===== config.mk =====
export PLATFORM = sky130hd
export DESIGN_NAME = four_buttons
export DESIGN_NICKNAME = d
export VERILOG_FILES = /design/src/rtl/four_buttons.sv
export SDC_FILE = /design/constraint.sdc
export NUM_CORES = 1
export LEC_CHECK = 0
export BUFFER_PORTS_ARGS = -buffer_cell sky130_fd_sc_hd__buf_2
export CORE_MARGIN = 2
export CORE_UTILIZATION = 58
export DETAILED_ROUTE_END_ITERATION = 12
export PLACE_DENSITY_LB_ADDON = 0.05
export SLEW_MARGIN = 5
export SYNTH_ARGS = -nofsm -noshare
export SYNTH_HDL_FRONTEND = slang
export SYNTH_SLANG_ARGS = --single-unit

===== constraint.sdc =====
create_clock -name clk -period 2.85 [get_ports clk]
set_input_delay 0.57 -clock clk [delete_from_list [all_inputs] [get_ports clk]]
set_output_delay 0.57 -clock clk [all_outputs]
set_load 0.02 [all_outputs]

===== src/rtl/four_buttons.sv =====
// Four active-low push buttons: 2-FF synchronisers, per-button debounce,
// press/release strobes and a first-word-fall-through event queue.
module four_buttons #(
  parameter int DEBOUNCE_CYCLES = 16,
  parameter int FIFO_DEPTH      = 4
) (
  input  logic       clk,
  input  logic       rst,
  input  logic [3:0] btn_n,
  output logic [3:0] btn_state,
  output logic [3:0] btn_press,
  output logic [3:0] btn_release,
  output logic       evt_valid,
  input  logic       evt_ready,
  output logic [2:0] evt_code,
  output logic       evt_overflow
);

  localparam int CNT_W = $clog2(DEBOUNCE_CYCLES + 1);
  localparam int IDX_W = $clog2(FIFO_DEPTH);
  localparam int PTR_W = IDX_W + 1;
  localparam logic [CNT_W-1:0] CNT_LAST = CNT_W'(DEBOUNCE_CYCLES - 1);
  localparam logic [PTR_W-1:0] PTR_FULL = PTR_W'(FIFO_DEPTH);

  logic [3:0]                  sync1_q, sync1_d;
  logic [3:0]                  sync2_q, sync2_d;
  logic [3:0][CNT_W-1:0]       cnt_q, cnt_d;
  logic [3:0]                  state_q, state_d;
  logic [3:0]                  press_q, press_d;
  logic [3:0]                  release_q, release_d;
  logic [3:0]                  pending_q, pending_d;
  logic [3:0]                  ptype_q, ptype_d;
  logic [FIFO_DEPTH-1:0][2:0]  mem_q, mem_d;
  logic [PTR_W-1:0]            wr_ptr_q, wr_ptr_d;
  logic [PTR_W-1:0]            rd_ptr_q, rd_ptr_d;
  logic                        overflow_q, overflow_d;

  logic       sel_valid_s;
  logic [1:0] sel_idx_s;
  logic [3:0] clr_mask_s;
  logic       fifo_empty_s;
  logic       fifo_full_s;
  logic       pop_s;
  logic       push_s;
  logic       drop_s;

  // Synchroniser and debounce counters; a flip is accepted on the
  // DEBOUNCE_CYCLES-th consecutive differing sample.
  always_comb begin
    sync1_d   = ~btn_n;
    sync2_d   = sync1_q;
    cnt_d     = cnt_q;
    state_d   = state_q;
    press_d   = 4'b0000;
    release_d = 4'b0000;
    for (int i = 0; i < 4; i++) begin
      if (sync2_q[i] == state_q[i]) begin
        cnt_d[i] = {CNT_W{1'b0}};
      end else if (cnt_q[i] == CNT_LAST) begin
        cnt_d[i]     = {CNT_W{1'b0}};
        state_d[i]   = sync2_q[i];
        press_d[i]   = sync2_q[i];
        release_d[i] = ~sync2_q[i];
      end else begin
        cnt_d[i] = cnt_q[i] + CNT_W'(1);
      end
    end
  end

  // Fixed-priority arbiter: lowest pending index wins.
  always_comb begin
    casez (pending_q)
      4'b???1: begin sel_valid_s = 1'b1; sel_idx_s = 2'd0; end
      4'b??10: begin sel_valid_s = 1'b1; sel_idx_s = 2'd1; end
      4'b?100: begin sel_valid_s = 1'b1; sel_idx_s = 2'd2; end
      4'b1000: begin sel_valid_s = 1'b1; sel_idx_s = 2'd3; end
      default: begin sel_valid_s = 1'b0; sel_idx_s = 2'd0; end
    endcase
  end

  // Queue control; a pop in the same cycle frees a slot for a push when full.
  always_comb begin
    fifo_empty_s = (wr_ptr_q == rd_ptr_q);
    fifo_full_s  = ((wr_ptr_q - rd_ptr_q) == PTR_FULL);
    pop_s        = ~fifo_empty_s & evt_ready;
    push_s       = sel_valid_s & (~fifo_full_s | pop_s);
    drop_s       = sel_valid_s & fifo_full_s & ~pop_s;
    if (sel_valid_s) begin
      clr_mask_s = 4'b0001 << sel_idx_s;
    end else begin
      clr_mask_s = 4'b0000;
    end
    pending_d  = (pending_q & ~clr_mask_s) | press_d | release_d;
    ptype_d    = (ptype_q & ~(press_d | release_d)) | press_d;
    overflow_d = overflow_q | drop_s;
    mem_d      = mem_q;
    if (push_s) begin
      mem_d[wr_ptr_q[IDX_W-1:0]] = {ptype_q[sel_idx_s], sel_idx_s};
    end else begin
      mem_d = mem_q;
    end
    wr_ptr_d = wr_ptr_q + PTR_W'(push_s);
    rd_ptr_d = rd_ptr_q + PTR_W'(pop_s);
  end

  // State registers with synchronous reset.
  always_ff @(posedge clk) begin
    if (rst) begin
      sync1_q    <= 4'b0000;
      sync2_q    <= 4'b0000;
      cnt_q      <= '0;
      state_q    <= 4'b0000;
      press_q    <= 4'b0000;
      release_q  <= 4'b0000;
      pending_q  <= 4'b0000;
      ptype_q    <= 4'b0000;
      mem_q      <= '0;
      wr_ptr_q   <= {PTR_W{1'b0}};
      rd_ptr_q   <= {PTR_W{1'b0}};
      overflow_q <= 1'b0;
    end else begin
      sync1_q    <= sync1_d;
      sync2_q    <= sync2_d;
      cnt_q      <= cnt_d;
      state_q    <= state_d;
      press_q    <= press_d;
      release_q  <= release_d;
      pending_q  <= pending_d;
      ptype_q    <= ptype_d;
      mem_q      <= mem_d;
      wr_ptr_q   <= wr_ptr_d;
      rd_ptr_q   <= rd_ptr_d;
      overflow_q <= overflow_d;
    end
  end

  // Outputs come straight from registers; evt_code is the queue head.
  always_comb begin
    btn_state    = state_q;
    btn_press    = press_q;
    btn_release  = release_q;
    evt_valid    = (wr_ptr_q != rd_ptr_q);
    evt_code     = mem_q[rd_ptr_q[IDX_W-1:0]];
    evt_overflow = overflow_q;
  end

endmodule


==> metrics.md <==
| Metric | Value |
|---|---|
| Status | finished clean |
| Peak supply drop | around 0.00062 V |
| Antenna-violating nets left | 0 |
| Critical R2R Launch | rd_ptr_q[1] |
| Die span in x | slightly above 70 um |
| Tcrit/Tclk final | 80.7% |
| Initial antenna violation count | 0 |
| Die area | a little over 5000 sq um |
| Drt first pass iters | 4 |
| # Post-CTS Setup Buffers | 0 |
| Vias per Instance | roughly 5.3 |
| Syn nets | between 200 and 300 |
| Total GRT Usage | between 10% and 20% |
| Leakage | 0.00128 uW |
| Core Area | between 4000 and 5000 sq um |
| Primary FF master, synth | dfxtp_1 |
| Setup TNS | 0 ns |
| Area leader, netlist | dfxtp_1 |
| Rel. slew slack | 62.7% |
| Pin count of the biggest net entering global routing | 39 |
| Final core utilization | 70.7% |
| Worst-margin pin slew | ~0.55 ns |
| Layout Nets | 317 |
| GPL Wtd Cong | 0.748 |
| Worst Setup End Kind | flip-flop |
| Asr flop ratio synth | 0% |
| GRT overflow | 0 |
| Clk_skew | 0.00672 ns |
| Post_cts resized | 0 |
| Max-cap violations | 0 |
| Longest Clk Path Bufs | 2 |
| Hold_buf cts | 0 |
| Final hold viol count | 0 |
| Area growth syn-to-layout | 16.1% |
| Chip Height | 71.9 um |
| Crit-path cells | inv_1, ha_1, nand2_1, nor4_2, nor2_1, ha_1, ha_1, nor2b_1 |
| Mapped Area | between 2000 and 3000 sq um |
| Hold Startpoint | btn_n[3] |
| Commonest non-fill, non-tap cells in the layout | dfxtp_1, nor2_1, buf_2, inv_1 |
| CP Class | reg -> reg |
| Placed instance area | roughly 2800 sq um |
| CTS sink count | 67 |
| DR vias | roughly 1,900 |
| EDFF count, synth | 0 |
| Worst-path maximum fanout | 7 |
| Clock root buffer master | clkbuf_8 |
| First-pass GRT wire length | 7400 um |
| FMAX | 0.435 GHz |
| Vias in the first global route | ~1,700 |
| DRC | 0 |
| RSZ-0062 raised after global routing | no |
| Crit path launch type | flip-flop |
| Hold Path Stages | 2 |
| Rows | 24 |
| Post-Synthesis Cells | 266 |
| Min-Delay Path Class | in -> reg |
| CTS tree | built |
| Wirelength per Cell | 12.2 um |
| Most common cell after layout, fill and taps aside | dfxtp_1 |
| R2r setup slk | 0.55 ns |
| WP data arrival | 2.52 ns |
| DP HPWL | 2960 um |
| Slowest cell on the critical path | nor4_2 |
| Clock insertion delay at the later pin of the skew report | between 0.3 and 0.4 ns |
| H-Tree Depth | 3 |
| Post-Syn Area per Cell | 10.0 sq um |
| Post-synthesis cell type count | 33 |
| Number of antenna diodes | 0 |
| Total clock buffers created by CTS | 9 |
| Initial DRC count | 65 |
| Syn. warnings | 0 |
| R2R depth | 8 |
| Req. time, crit path | 3.07 ns |
| R2r endpoint | wr_ptr_q[1] |
| WL final | 4310 um |
| Cell mode on critical path | ha_1 |
| Worst path max stage delay | about 0.5 ns |
| Clk pin slew, worst setup/hold paths | 0.07 ns |
| Initial Util | 60.9% |
| Synth top area cells | dfxtp_1, ha_1, nor2_1 |
| Hold path endpoint | sync1_q[3] |
| Post-synthesis sequential area ratio | 50.2% |
| Synth Register Bits | 67 |
| Power density cells | 643 nW/um^2 |
| Final min period | around 2.3 ns |
| Final setup fails | 0 |
| Non-Filler Cell Area, Final | 3100 sq um |
| Slew Viols, Final | 0 |
| Port Buffers | 23 |
| Total I/O pin count | 24 |
| Yosys top cell area share | 50.2% |
| Fraction of layout cells with a size suffix above 1 | 16.3% |
==> sequential cells by signal (all words and copies together) (netlist names) <==
name,count
rd_ptr_q,3
mem_q,12
ptype_q,4
btn_state,4
sync2_q,4
btn_release,4
pending_q,4
cnt_q,20
wr_ptr_q,3
evt_overflow,1
btn_press,4
sync1_q,4
==> layer usage <==
metal	vias to the layer above	global-route usage, %	wire length (um)
met4	0	12.6	125
met5	-	0	0
met2	30	28.3	1910
met3	11	5.63	139
met1	839	24.4	2140
li1	974	-	-
==> worst max-delay path: cells and delay by family (launching register included) <==
family	cells	cell delay, ns
AND/OR/NAND/NOR	4	0.82
flip-flops	1	0.46
adder cells (fa/ha/maj)	3	0.82
buffers and inverters	1	0.08
==> how the worst max path moves through the flow <==
| stage | start | end | slack [ns] |
|---|---|---|---|
| after floorplan | rd_ptr_q[1] | wr_ptr_q[1] | 0.80 |
| after CTS | rd_ptr_q[1] | wr_ptr_q[1] | 0.55 |
| final | rd_ptr_q[1] | wr_ptr_q[1] | 0.55 |
| after global placement | rd_ptr_q[1] | wr_ptr_q[1] | 0.63 |
| after detailed placement | rd_ptr_q[1] | wr_ptr_q[1] | 0.57 |
| after global routing | rd_ptr_q[1] | wr_ptr_q[2] | 0.36 |
==> stage by stage <==
stage                     cells  setup slack [ns]  power (uW)  hold slack [ns]
after global routing        353             0.355        2060            0.364
after detailed placement    337             0.568        1020            0.427
after global placement      337             0.632        1020            0.420
final                       353             0.549        1990            0.369
after floorplan             266             0.797        1010            0.414
after CTS                   353             0.553        2010            0.358
==> cells in the mapped netlist, types with 5 or more instances <==
cell	n
nand2b_1	8
ha_1	14
inv_1	17
xnor2_1	11
a21oi_1	12
nand2_1	14
nand3_1	6
nor2b_1	10
dfxtp_1	67
clkbuf_1	5
mux2i_1	12
nor2_1	40
==> power breakdown <==
part / switching (uW) / internal, uW / leakage, uW / total [uW]
Clock: 340 / 651 / 0.000133 / 991
Combinational: 26.7 / 18.7 / 0.000601 / 45.4
Sequential: 9.31 / 949 / 0.000542 / 958
Total: 376 / 1620 / 0.00128 / 1990
==> cell families after synthesis <==
logic type,Yosys count,share of synthesized area (%)
AOI/OAI and AO/OA,27,6.42
xor gates and xnor gates,15,4.92
adders and majority gates,14,6.56
buffers and inverters,22,3.09
DFF,67,50.2
muxes,16,7.87
and+or+nand+nor,105,20.9
==> layout make-up <==
cell class | count | area (sq um)
well taps | 52 | 65.1
flip-flops and latches | 67 | 1340
inverters | 17 | 63.8
clock inverters | 4 | 95.1
repair buffers | 24 | 123
clock buffers | 12 | 165
fillers | 360 | 1280
multi-input cells | 177 | 1250
Note: power is estimated with default switching activity, not from simulation.
